[src/rtl/code_entry_ctrl_if.sv]
// code_entry_ctrl_if
//   Bundles the switch input and every display/status output of the
//   code-entry front end so that the controller and its user share one port.
//
//   sw       16  raw switches; sw[15] selects player, sw[14:0] carry the code
//   seg       7  segment cathodes, active-low, bit6..0 = g..a
//   an        4  digit anodes, active-low, an[3] is the leftmost digit
//   dp        1  decimal point, active-low
//   led      16  progress LEDs (led[15] mirrors code_ok)
//   code_ok   1  high once the code has been accepted
//   player    1  0 = player 1, 1 = player 2
//   blink     1  slow square wave for the OLED menu renderer
//
//   master: drives sw, observes the rest (board / bench side)
//   slave : the controller
interface code_entry_ctrl_if;
    logic [15:0] sw;
    logic [6:0]  seg;
    logic [3:0]  an;
    logic        dp;
    logic [15:0] led;
    logic        code_ok;
    logic        player;
    logic        blink;

    modport master (
        output sw,
        input  seg, an, dp, led, code_ok, player, blink
    );

    modport slave (
        input  sw,
        output seg, an, dp, led, code_ok, player, blink
    );
endinterface

[src/rtl/code_entry_ctrl.sv]
// code_entry_ctrl
//   Start-code front end: synchronises the switches, tracks ordered entry of
//   a three-switch code, holds a confirm display, then shows the player
//   banner. Also runs the 4-digit seven-segment scan and a blink strobe.
//
//   clock  in   system clock
//   reset  in   asynchronous, active-high reset
//   bus    slave modport of code_entry_ctrl_if (sw in; seg/an/dp/led/
//          code_ok/player/blink out)
//
//   Parameters: SCAN_DIV (scan tick every SCAN_DIV+1 clocks), HOLD_TICKS
//   (ticks spent in CONFIRM), BLINK_TICKS (ticks per blink half-period),
//   CODE0/1/2 (distinct switch indices 0..14 forming the code).
module code_entry_ctrl #(
    parameter int SCAN_DIV    = 249_999,
    parameter int HOLD_TICKS  = 400,
    parameter int BLINK_TICKS = 100,
    parameter int CODE0       = 2,
    parameter int CODE1       = 0,
    parameter int CODE2       = 6
) (
    input logic              clock,
    input logic              reset,
    code_entry_ctrl_if.slave bus
);

    localparam int SCW = $clog2(SCAN_DIV + 1);
    localparam int HCW = $clog2(HOLD_TICKS + 1);
    localparam int BCW = $clog2(BLINK_TICKS + 1);

    localparam logic [SCW-1:0] SCAN_LAST  = SCW'(SCAN_DIV);
    localparam logic [HCW-1:0] HOLD_LAST  = HCW'(HOLD_TICKS - 1);
    localparam logic [BCW-1:0] BLINK_LAST = BCW'(BLINK_TICKS - 1);

    // Cumulative accepted-switch masks for each entry step.
    localparam logic [14:0] M0 = 15'd1 << CODE0;
    localparam logic [14:0] M1 = M0 | (15'd1 << CODE1);
    localparam logic [14:0] M2 = M1 | (15'd1 << CODE2);

    localparam logic [6:0] G_P     = 7'b0001100;
    localparam logic [6:0] G_E     = 7'b0000110;
    localparam logic [6:0] G_R     = 7'b0101111;
    localparam logic [6:0] G_BLANK = 7'b1111111;

    typedef enum logic [2:0] {
        ST_IDLE,
        ST_GOT1,
        ST_GOT2,
        ST_CONFIRM,
        ST_PLAYER,
        ST_FAIL
    } state_t;

    logic [15:0]    sw_p0;
    logic [15:0]    ss;
    logic [SCW-1:0] scan_cnt;
    logic           tick;
    logic [HCW-1:0] hold_cnt;
    logic [BCW-1:0] blink_cnt;
    logic [1:0]     idx;
    logic [1:0]     idx_nxt;
    state_t         state;
    state_t         state_nxt;

    logic [6:0]     seg_r;
    logic [3:0]     an_r;
    logic [15:0]    led_r;
    logic           code_ok_r;
    logic           player_r;
    logic           blink_r;

    function automatic logic [6:0] digit_glyph(input logic [3:0] d);
        case (d)
            4'd0:    return 7'b1000000;
            4'd1:    return 7'b1111001;
            4'd2:    return 7'b0100100;
            4'd3:    return 7'b0110000;
            4'd4:    return 7'b0011001;
            4'd5:    return 7'b0010010;
            4'd6:    return 7'b0000010;
            4'd7:    return 7'b1111000;
            4'd8:    return 7'b0000000;
            4'd9:    return 7'b0010000;
            default: return G_BLANK;
        endcase
    endfunction

    // Content of digit i (0 = leftmost) for a given state.
    function automatic logic [6:0] cell_glyph(input state_t st, input logic [1:0] i,
                                              input logic pl);
        logic [6:0] g;
        g = G_BLANK;
        case (st)
            ST_GOT1: begin
                if (i == 2'd0) g = digit_glyph(4'(CODE0));
            end
            ST_GOT2: begin
                if (i == 2'd0)      g = digit_glyph(4'(CODE0));
                else if (i == 2'd1) g = digit_glyph(4'(CODE1));
            end
            ST_CONFIRM: begin
                if (i == 2'd0)      g = digit_glyph(4'(CODE0));
                else if (i == 2'd1) g = digit_glyph(4'(CODE1));
                else if (i == 2'd2) g = digit_glyph(4'(CODE2));
            end
            ST_PLAYER: begin
                if (i == 2'd0)      g = G_P;
                else if (i == 2'd1) g = digit_glyph(pl ? 4'd2 : 4'd1);
            end
            ST_FAIL: begin
                if (i == 2'd0)                     g = G_E;
                else if (i == 2'd1 || i == 2'd2)   g = G_R;
            end
            default: g = G_BLANK;
        endcase
        return g;
    endfunction

    // Entry must follow the masks exactly; dropping or adding any other
    // switch is an error, and the error state waits for all switches off.
    function automatic state_t fsm_next(input state_t st, input logic [14:0] s,
                                        input logic hold_done);
        state_t nxt;
        nxt = st;
        case (st)
            ST_IDLE:    if (s == M0) nxt = ST_GOT1;
                        else if (s != 15'd0) nxt = ST_FAIL;
            ST_GOT1:    if (s == M1) nxt = ST_GOT2;
                        else if (s != M0) nxt = ST_FAIL;
            ST_GOT2:    if (s == M2) nxt = ST_CONFIRM;
                        else if (s != M1) nxt = ST_FAIL;
            ST_FAIL:    if (s == 15'd0) nxt = ST_IDLE;
            ST_CONFIRM: if (hold_done) nxt = ST_PLAYER;
            ST_PLAYER:  nxt = ST_PLAYER;
            default:    nxt = ST_IDLE;
        endcase
        return nxt;
    endfunction

    function automatic logic [14:0] led_mask(input state_t st);
        case (st)
            ST_GOT1:              return M0;
            ST_GOT2:              return M1;
            ST_CONFIRM, ST_PLAYER: return M2;
            ST_FAIL:              return 15'h7FFF;
            default:              return 15'd0;
        endcase
    endfunction

    assign tick    = (scan_cnt == SCAN_LAST);
    assign idx_nxt = idx + 2'd1;

    always_comb begin
        state_nxt = fsm_next(state, ss[14:0], tick && (hold_cnt == HOLD_LAST));
    end

    always_ff @(posedge clock or posedge reset) begin
        if (reset) begin
            sw_p0     <= '0;
            ss        <= '0;
            scan_cnt  <= '0;
            hold_cnt  <= '0;
            blink_cnt <= '0;
            idx       <= '0;
            state     <= ST_IDLE;
            seg_r     <= G_BLANK;
            an_r      <= 4'b1111;
            led_r     <= '0;
            code_ok_r <= 1'b0;
            player_r  <= 1'b0;
            blink_r   <= 1'b0;
        end else begin
            // stage p0 -> p1: two-flop switch synchroniser
            sw_p0 <= bus.sw;
            ss    <= sw_p0;

            // stage p1 -> state: FSM and its registered status outputs
            scan_cnt  <= tick ? '0 : scan_cnt + 1'b1;
            state     <= state_nxt;
            code_ok_r <= (state_nxt == ST_CONFIRM) || (state_nxt == ST_PLAYER);
            led_r     <= {(state_nxt == ST_CONFIRM) || (state_nxt == ST_PLAYER),
                          led_mask(state_nxt)};

            // Held at zero outside CONFIRM, so it is clear on every entry.
            if (state != ST_CONFIRM)
                hold_cnt <= '0;
            else if (tick)
                hold_cnt <= hold_cnt + 1'b1;

            if (state == ST_PLAYER)
                player_r <= ss[15];

            // state -> display: anode and cathodes move together on a tick,
            // using the state as it was before this edge.
            if (tick) begin
                idx   <= idx_nxt;
                an_r  <= ~(4'b1000 >> idx_nxt);
                seg_r <= cell_glyph(state, idx_nxt, player_r);
                if (blink_cnt == BLINK_LAST) begin
                    blink_cnt <= '0;
                    blink_r   <= ~blink_r;
                end else begin
                    blink_cnt <= blink_cnt + 1'b1;
                end
            end
        end
    end

    assign bus.seg     = seg_r;
    assign bus.an      = an_r;
    assign bus.dp      = 1'b1;
    assign bus.led     = led_r;
    assign bus.code_ok = code_ok_r;
    assign bus.player  = player_r;
    assign bus.blink   = blink_r;

endmodule

[src/flat_wrapper.sv]
// flat-port wrapper written by rule: the top's interface ports become plain ports
module code_entry_ctrl_flat 
#(
    parameter int SCAN_DIV    = 249_999,
    parameter int HOLD_TICKS  = 400,
    parameter int BLINK_TICKS = 100,
    parameter int CODE0       = 2,
    parameter int CODE1       = 0,
    parameter int CODE2       = 6
)
  (clock, reset, bus_sw, bus_seg, bus_an, bus_dp, bus_led, bus_code_ok, bus_player, bus_blink);
  code_entry_ctrl_if bus_i ();
  input logic clock;
  input logic reset;
  input wire logic [$bits(bus_i.sw)-1:0] bus_sw;
  output wire logic [$bits(bus_i.seg)-1:0] bus_seg;
  output wire logic [$bits(bus_i.an)-1:0] bus_an;
  output wire logic [$bits(bus_i.dp)-1:0] bus_dp;
  output wire logic [$bits(bus_i.led)-1:0] bus_led;
  output wire logic [$bits(bus_i.code_ok)-1:0] bus_code_ok;
  output wire logic [$bits(bus_i.player)-1:0] bus_player;
  output wire logic [$bits(bus_i.blink)-1:0] bus_blink;
  assign bus_i.sw = bus_sw;
  assign bus_seg = bus_i.seg;
  assign bus_an = bus_i.an;
  assign bus_dp = bus_i.dp;
  assign bus_led = bus_i.led;
  assign bus_code_ok = bus_i.code_ok;
  assign bus_player = bus_i.player;
  assign bus_blink = bus_i.blink;
  code_entry_ctrl #(.SCAN_DIV(SCAN_DIV), .HOLD_TICKS(HOLD_TICKS), .BLINK_TICKS(BLINK_TICKS), .CODE0(CODE0), .CODE1(CODE1), .CODE2(CODE2)) u_core (.clock(clock), .reset(reset), .bus(bus_i));
endmodule
[config.mk]
export PLATFORM = sky130hd
export DESIGN_NAME = code_entry_ctrl_flat
export DESIGN_NICKNAME = d
export VERILOG_FILES = /design/src/rtl/code_entry_ctrl_if.sv /design/src/rtl/code_entry_ctrl.sv /design/src/flat_wrapper.sv
export SDC_FILE = /design/constraint.sdc
export NUM_CORES = 1
export LEC_CHECK = 0
export CORE_MARGIN = 8
export CORE_UTILIZATION = 30
export CTS_CLUSTER_DIAMETER = 30
export DETAILED_ROUTE_END_ITERATION = 6
export GPL_TIMING_DRIVEN = 0
export SLEW_MARGIN = 0
export SYNTH_ARGS = -nofsm -noshare
export SYNTH_HDL_FRONTEND = slang
export SYNTH_SLANG_ARGS = --single-unit
[constraint.sdc]
create_clock -name clock -period 4.3 [get_ports clock]
set_clock_uncertainty 0.05 [all_clocks]
set_input_delay 1.075 -clock clock [delete_from_list [all_inputs] [get_ports clock]]
set_output_delay 1.075 -clock clock [all_outputs]
set_load 0.005 [all_outputs]
==> Word-level counts from Yosys, hierarchy flattened <==
Memory sizes are Yosys's and may differ from the RTL's.
Index checks and enable logic that the tools add are counted.
{ "op_classes": {"n_addsub": 4, "multipliers": 0, "div": 0, "order_cmp": 0, "n_eq_ne": 21, "shift": 1, "muxes": 26, "bitwise_logic": 2, "reduce_logical": 10} }
{ "ops": {"columns": ["cell", "count"], "rows": [
  ["two-way mux 7 bit", 10],
  ["one-hot mux 15 bit (4 select lines)", 1],
  ["one-hot mux 7 bit (5 select lines)", 1],
  ["equality test 15 x 3 -> 1 bit, second input constant", 2],
  ["inequality test 15 x 3 -> 1 bit, second input constant", 2],
  ["two-way mux 3 bit", 8],
  ["adder 18 x 1 -> 18 bit, second input constant", 1],
  ["equality test 18 bit, second input constant", 1],
  ["two-way mux 18 bit", 1],
  ["two-way mux 9 bit", 2],
  ["one-hot mux 3 bit (6 select lines)", 1],
  ["equality test 15 x 7 -> 1 bit, second input constant", 1],
  ["logical NOT 15 bit", 1],
  ["nonzero test 15 bit", 1],
  ["equality test 3 x 2 -> 1 bit, second input constant", 4],
  ["equality test 3 bit, second input constant", 4],
  ["adder 9 x 1 -> 9 bit, second input constant", 1],
  ["equality test 9 bit, second input constant", 1],
  ["adder 7 x 1 -> 7 bit, second input constant", 1],
  ["equality test 7 bit, second input constant", 1],
  ["equality test 3 x 1 -> 1 bit, second input constant", 2],
  ["two-way mux 6 bit", 1],
  ["inverter 4 bit", 1],
  [">> shifter 4 x 2 -> 4 bit, first input constant", 1],
  ["13 further kinds", 14]
]} }
{ "word_totals": {"ff_bits": 101, "latchBits": 0, "mem_bits_rw": 0, "mem_bits_ro": 112, "input_bits": 18, "output_inout_bits": 31, "mem_count": 1} }
{ "memory_table": {"columns": ["memory", "words", "width", "rd", "rd_clocked_by_memory_dff", "wr", "line_no", "text"], "rows": [
  ["(name not given)", 16, 7, 1, 0, 0, "code_entry_ctrl.sv:73", "case (d)"]
]} }

==> Longest topological paths before layout <==
Gate-level depths: netlist of run 1.
{ "logic_depth": {"ltp_word": 7, "mapped_depth": 8, "ltp_nobuf": 7} }

==> Least setup slack after synthesis of run 1 <==
OpenSTA, ideal clock, no wires.
{ "synth_path": {"path_type": "flip-flop to flip-flop", "startpoint": "reg u_core.ss[5]", "endpoint": "reg u_core.led_r[14] (netlist: u_core.bus.led[14])", "arrival_time_ns": 1.754, "required_ns": 4.113, "path_slack_ns": 2.359, "stages_incl_launch_ff": 6, "path_buffers": 0, "path_cell_list": "dfrtp_1 or4_4 nor4_2 a21oi_1 nor4_1 a211oi_1"} }
{ "synth_via": {"elab_chain_cells": 7, "elab_cells_between_ends": 22, "classes_between": "eq/ne: 10; mux: 9; reduce/logical: 3"} }
{ "synth_rtl": {"columns": ["item", "line_no", "text"], "rows": [
  ["start, declared", "code_entry_ctrl.sv:55", "logic [15:0] ss;"],
  ["start signal, assigned", "code_entry_ctrl.sv:175", "ss <= sw_p0;"],
  ["inequality test 15 x 3 -> 1 bit (tied with other cells)", "code_entry_ctrl.sv:131", "else if (s != M1) nxt = ST_FAIL;"],
  ["two-way mux 3 bit, on equally long branches", "code_entry_ctrl.sv:131, code_entry_ctrl.sv:127, code_entry_ctrl.sv:129", null],
  ["two-way mux 3 bit, on equally long branches", "code_entry_ctrl.sv:130, code_entry_ctrl.sv:126, code_entry_ctrl.sv:128", null],
  ["one-hot mux 3 bit (6 select lines) (*)", "code_entry_ctrl.sv:125", "case (st)"],
  ["equality test 3 bit / equality test 3 x 2 -> 1 bit (equally long branches)", "code_entry_ctrl.sv:141", "case (st)"],
  ["OR reduction 2 bit", "code_entry_ctrl.sv:141", null],
  ["one-hot mux 15 bit (4 select lines) (*)", "code_entry_ctrl.sv:141", null],
  ["end signal, assigned", "code_entry_ctrl.sv:181", "led_r <= {(state_nxt == ST_CONFIRM) || (state_nxt == ST_PLAYER),"],
  ["end, declared", "code_entry_ctrl.sv:67", "logic [15:0] led_r;"]
]} }
Every way passes the cells marked *; elsewhere a longest branch is shown, timed or not.
A chain may end at the register's enable or synchronous reset.

==> results of run 1 <==
==> report_power, final <==
part	internal [W]	switching, W
combinational	0.0000433	0.0000336
sequential	0.000856	0.00000889
clock	0.000505	0.000301
total	0.00140	0.000343
==> synth_stat cells, types with 3 or more instances <==
cell	number
a211oi_1	3
a21oi_1	13
a31oi_1	6
and3_1	4
and4_1	5
buf_2	3
buf_4	14
clkbuf_1	6
dfrtp_1	78
dfstp_2	11
ha_1	10
inv_1	7
nand2_1	29
nand3_1	14
nand4_1	11
nor2_1	31
nor2b_1	3
nor3_1	8
nor4_1	7
o21ai_0	13
o21ai_1	5
or2_2	3
or3_1	3
xnor2_1	12
xor2_1	12
==> state kept, by name (all words and copies together), names as in the netlist <==
register and flops:
u_core.state 3, u_core.sw_p0 16, u_core.hold_cnt 9, u_core.scan_cnt 18, u_core.idx 2, u_core.bus.seg 7, u_core.blink_cnt 7, u_core.ss 16
u_core.bus.blink 1, u_core.bus.player 1, u_core.bus.an 4, u_core.bus.led 4, u_core.bus.code_ok 1
==> cell type report <==
type	count	area share, %
well taps	172	4.374
repair buffers	48	10.12
plain buffers	24	2.976
clock buffers	10	4.654
inverters	7	0.5849
clock inverters	5	1.653
flip-flops and latches	89	45.55
multi-input cells	232	30.09
==> critical path: cells and delay by family, from the launching register on <==
kind,cells,cell delay [ps]
buf+inv,2,660
flops,1,520
==> logic make-up after synthesis <==
kind of cell               Yosys count  share of synthesized area [%]
DFF                                 89                          57.55
AOI/OAI and AO/OA                   55                          8.708
xor gates and xnor gates            24                          5.398
and+or+nand+nor                    138                          19.47
adders and majority gates           10                          3.213
muxes                                4                          1.125
buffers and inverters               31                          4.434
other                                1                        0.09631
==> routing by layer <==
| layer | share of wire, % | track usage (%) | vias up |
|---|---|---|---|
| met1 | 45 | 12.22 | 1345 |
| met3 | 6.0 | 3.142 | 11 |
| met5 | 0 | 0 | - |
| met4 | 2.0 | 4.372 | 0 |
| met2 | 47 | 16.26 | 61 |
| li1 | - | - | 1347 |
==> path summary, 6_finish.rpt <==
path	slack [ps]	end
setup / recovery	1650	bus_led[3]
setup reg to reg	2040	u_core.bus.seg[3]
min in group asynchronous	1050	u_core.scan_cnt[16]
hold reg to reg	300	u_core.ss[3]
hold / removal	300	u_core.ss[3]
max in group asynchronous	2500	u_core.bus.seg[2]
==> through the flow <==
stage,power (W),worst slack [ps],TNS [ps]
2_1_floorplan,0.0009129,886.3,0
3_5_place_dp,0.0009588,1983,0
6_report,0.001747,1653,0
3_3_place_gp,0.0009533,-353.6,-27100
5_1_grt,0.001815,1564,0
4_1_cts,0.001772,1616,0
==> results.md, run 1 <==
- CTS resizes: 0
- DRC: 0
- Buffer depth of the longest clock path: 2
- Post-synth EDFFs: 0
- Initial antenna violation count: 0
- Top cell type's share of synthesized area: 50.13%
- CP Max Fanout: 12
- Post-synth cell types: 56
- Setup Buffers After CTS: 0
- Async set-reset flop share out of synthesis: 100.0%
- Worst vdd ir: 0.1941 mV
- Critical Path RT: 3170 ps
- Total core area: 12,670 sq um
- Num CTS Buffers: 9
- Worst EP arrival: 1520 ps
- Num ports: 49
- Hold Path Stages: 0
- Slowest library cell on the worst path: dfrtp_1
- Die height: 129.9 microns
- Post-Synthesis Cells: 352
- Vias in the first global route: 2,850
- Final clock period utilization by the worst path: 61.55%
- Commonest cells after routing, fill and taps aside: dfrtp_1, clkdlybuf4s50_1, nor2_1
- Via/cell ratio: 4.709
- Min-delay src: u_core.sw_p0[3]
- Final setup viols: 0
- Post-DP HPWL: 5694 microns
- Minimum clock period: 2647 ps
- Synthesized flop and latch total: 89
- Layout cells sized above 1: 13.98%
- Final hold violation count: 0
- Initial DRC count: 177
- Max frequency: 0.3778 GHz
- Seq/Total Area, Yosys: 57.55%
- WL final: 7700 microns
- CTS root buffer: clkbuf_16
- Routed wire per std cell: 13.12 microns
- Crit. Startpoint: u_core.bus.led[14]
- Power per cell area: 355.1 nW/um^2
- Unrepaired setup endpoints after global routing: false
- Synthesized area: 3894 sq um
- Ranking of synthesized cells by area: dfrtp_1, dfstp_2, ha_1
- Outcome: finished, final reports clean
- First-pass GRT wire length: 13,460 microns
- Max-Cap Viols: 0
- Starting Density: 30.73%
- H-Tree Depth: 3
- Clock latency on the worst-skew pair: 340 ps
- CTS tree: built
- Area Overhead vs Synth: 26.35%
- Largest net degree at the start of global routing: 57
- Leakage Power: 2.018 nW
- CP cell instances: buf_4, clkdlybuf4s50_1
- Worst stage delay on the critical path: 520 ps
- Hold crit path type: flip-flop to flip-flop
- Design area: 4920 sq um
- Fin Hold WS: 298.9 ps
- Layout fillers: 1,264
- Area leader, netlist: dfrtp_1
- Setup Crit Path Kind: flip-flop to output port
- Gr usage total: 10.09%
- GRT Residual Overflow: 0
- Synth Flop Type: dfrtp_1
- Yosys warnings: 0
- Vias after detailed routing: 2,764
- Port-buffer cells: 47
- Hold Buf Count CTS: 0
- # rows: 41
- Syn Area/Cell: 11.06 sq um
- Die area: 16,880 sq um
- R2R cell count: 6
- Antenna viol nets, final: 0
- Clock Sink Count: 89
- Die width: 129.9 microns
- Clock transition at path regs: 60 ps
- Area of the multi-input gates: 1480 sq um
- Inst Count DP: 572
- Most common cell after layout, fill and taps aside: dfrtp_1
- Slew Viols, Final: 0
- Nets: 439
- Finished Layout Cells: 587
- Gpl congestion: 0.8903
- Final design utilization: 38.83%
- FF+latch area: 2241 sq um
- Least-Margin Pin Slew: 584.0 ps
- DR pass1 iterations: 4
- N_diodes: 0
- Worst rel slew slack: 60.52%
- Worst reg2reg startpoint: u_core.scan_cnt[0]
- CP Capture Type: output port
- Area after DPL: 4609 sq um
- Startpoint class of the critical path: flip-flop
- Post-synthesis net count: 380
(Power assumes the default switching activity.)
==> run 2: changes to the inputs <==
==> constraint.sdc (replaced) <==
create_clock -name clock -period 2.7 [get_ports clock]
set_clock_uncertainty 0.05 [all_clocks]
set_input_delay 0.675 -clock clock [delete_from_list [all_inputs] [get_ports clock]]
set_output_delay 0.675 -clock clock [all_outputs]
set_load 0.005 [all_outputs]
==> run 2 against run 1 <==
Against the previous run:
- sequential cell count stayed put
- worst setup slack got worse by 1200 ps
- count of clock-buffer cells in the layout is 1 lower
- sequential power is 60% higher
- cell area is 0.10% lower
- power up 54%
- routed wire length decreased by 0.77%
- hold slack about the same
- global-route usage down 0.53 points
- non-clock buffer count is 1 higher
- via count rose by 1.6%
==> results.md, run 2 (same netlist as run 1, synthesis figures left out) <==
- Port-buffer cells: 47
- Pre-CTS WS: 500.3 ps
- Initial antenna violation count: 0
- Max reg flops: 18
- Critical Path RT: 1980 ps
- Finished Layout Cells: 589
- Num ports: 49
- Max-Cap Viols: 0
- Final clock period utilization by the worst path: 82.99%
- Slew Viols, Final: 0
- Largest reg by FF count: u_core.scan_cnt
- Vias after detailed routing: 2,807
- FF+latch area: 2241 sq um
- CP Capture Type: output port
- Worst reg2reg startpoint: u_core.scan_cnt[9]
- Die height: 129.9 microns
- Most common cell after layout, fill and taps aside: dfrtp_1
- Total core area: 12,670 sq um
- Gpl congestion: 0.8925
- Initial DRC count: 206
- Hold crit path type: flip-flop to flip-flop
- Setup Crit Path Kind: flip-flop to output port
- DR pass1 iterations: 5
- Worst vdd ir: 0.2841 mV
- Nets: 440
- GRT Residual Overflow: 0
- Die width: 129.9 microns
- Via/cell ratio: 4.766
- Commonest cells after routing, fill and taps aside: dfrtp_1, clkdlybuf4s50_1, nor2_1
- Clock latency on the worst-skew pair: 340 ps
- Least-Margin Pin Slew: 600.4 ps
- Layout fillers: 1,253
- Antenna viol nets, final: 0
- Area Overhead vs Synth: 26.22%
- Post-DP HPWL: 5597 microns
- Final hold violation count: 0
- Num CTS Buffers: 9
- Outcome: finished, final reports clean
- Min-delay src: u_core.sw_p0[3]
- Layout cells sized above 1: 14.63%
- Clock transition at path regs: 70 ps
- Starting Density: 30.73%
- N_diodes: 0
- CTS tree: built
- Final worst slack: 459.3 ps
- # rows: 41
- Area of the multi-input gates: 1480 sq um
- DRC: 0
- Final TNS setup: 0 ps
- Largest net degree at the start of global routing: 43
- Startpoint class of the critical path: flip-flop
- Final setup viols: 0
- CP Max Fanout: 12
- Gr usage total: 9.559%
- First-pass GRT wire length: 12,800 microns
- Inst Count DP: 573
- Hold Buf Count CTS: 0
- Register-to-register setup slack: 470 ps
- Biggest registers after layout: u_core.scan_cnt: 18 flops, u_core.ss: 16 flops, u_core.sw_p0: 16 flops
- Buffer depth of the longest clock path: 2
- Routed wire per std cell: 12.97 microns
- Worst EP arrival: 1520 ps
- WL final: 7641 microns
- Unrepaired setup endpoints after global routing: false
- Power per cell area: 549.2 nW/um^2
- Leakage Power: 2.016 nW
- Minimum clock period: 2241 ps
- CTS resizes: 0
- Die area: 16,880 sq um
- Worst rel slew slack: 59.41%
- CTS root buffer: clkbuf_16
- Max frequency: 0.4463 GHz
- H-Tree Depth: 3
- Vias in the first global route: 2,719
- Clock Sink Count: 89
- Setup Buffers After CTS: 0
- Crit. Startpoint: u_core.bus.led[14]
run 2: cell count changes in the layout (fill, tap and decap cells not counted):
cell / before / now
inv_6: 0 / 3
buf_12: 0 / 2
bufinv_16: 2 / 0
inv_8: 0 / 2
buf_16: 1 / 0
clkbuf_1: 7 / 6
clkinv_2: 1 / 0
clkinv_4: 1 / 2
inv_4: 1 / 0
run 2: metrics by stage:
| stage | total power, W | cell area [sq um] | hold WS, ps | utilization, % |
|---|---|---|---|---|
| after floorplan | 0.001454 | 3897 | 281.2 | - |
| after global placement | 0.001519 | 4583 | 283.7 | 36.17 |
| after detailed placement | 0.001529 | 4623 | 284.7 | 36.49 |
| after CTS | 0.002740 | 4915 | 300.5 | 38.79 |
| after global routing | 0.002801 | 4915 | 302.1 | 38.79 |
| final | 0.002699 | 4915 | 298.6 | 38.79 |
run 2: power by group:
part,internal [W],switching [W]
Sequential,0.00136,0.0000138
Combinational,0.0000707,0.0000541
Clock,0.000649,0.000550
Total,0.00208,0.000618
run 2: final timing paths:
check,end,cells past startpoint
min in group asynchronous,u_core.sw_p0[4],2
max,bus_led[12],2
min,u_core.ss[3],0
max reg2reg,u_core.bus.seg[3],6
max in group asynchronous,u_core.bus.seg[5],3
min reg2reg,u_core.ss[3],0
run 2: metal layers:
layer  wire, microns  GRT usage (%)  vias to the layer above  share of wire, %
met5               0              0                        -                 0
met4             178          4.986                        0               2.3
met3             471          2.611                       12               6.2
met2            3397          14.67                       90                44
met1            3592          12.10                     1344                47
li1                -              -                     1361                 -
run 2: final cells by class:
cell class,count,share of cell area (%)
well taps,172,4.379
clock buffers,9,4.582
repair buffers,49,10.39
clock inverters,7,1.349
multi-input cells,232,30.12
plain buffers,24,2.979
flip-flops and latches,89,45.60
inverters,7,0.6110
run 2: worst max-delay path: stages, from the launching register on:
cell             delay, ps
dfrtp_1                520
buf_4                  160
clkdlybuf4s50_1        500
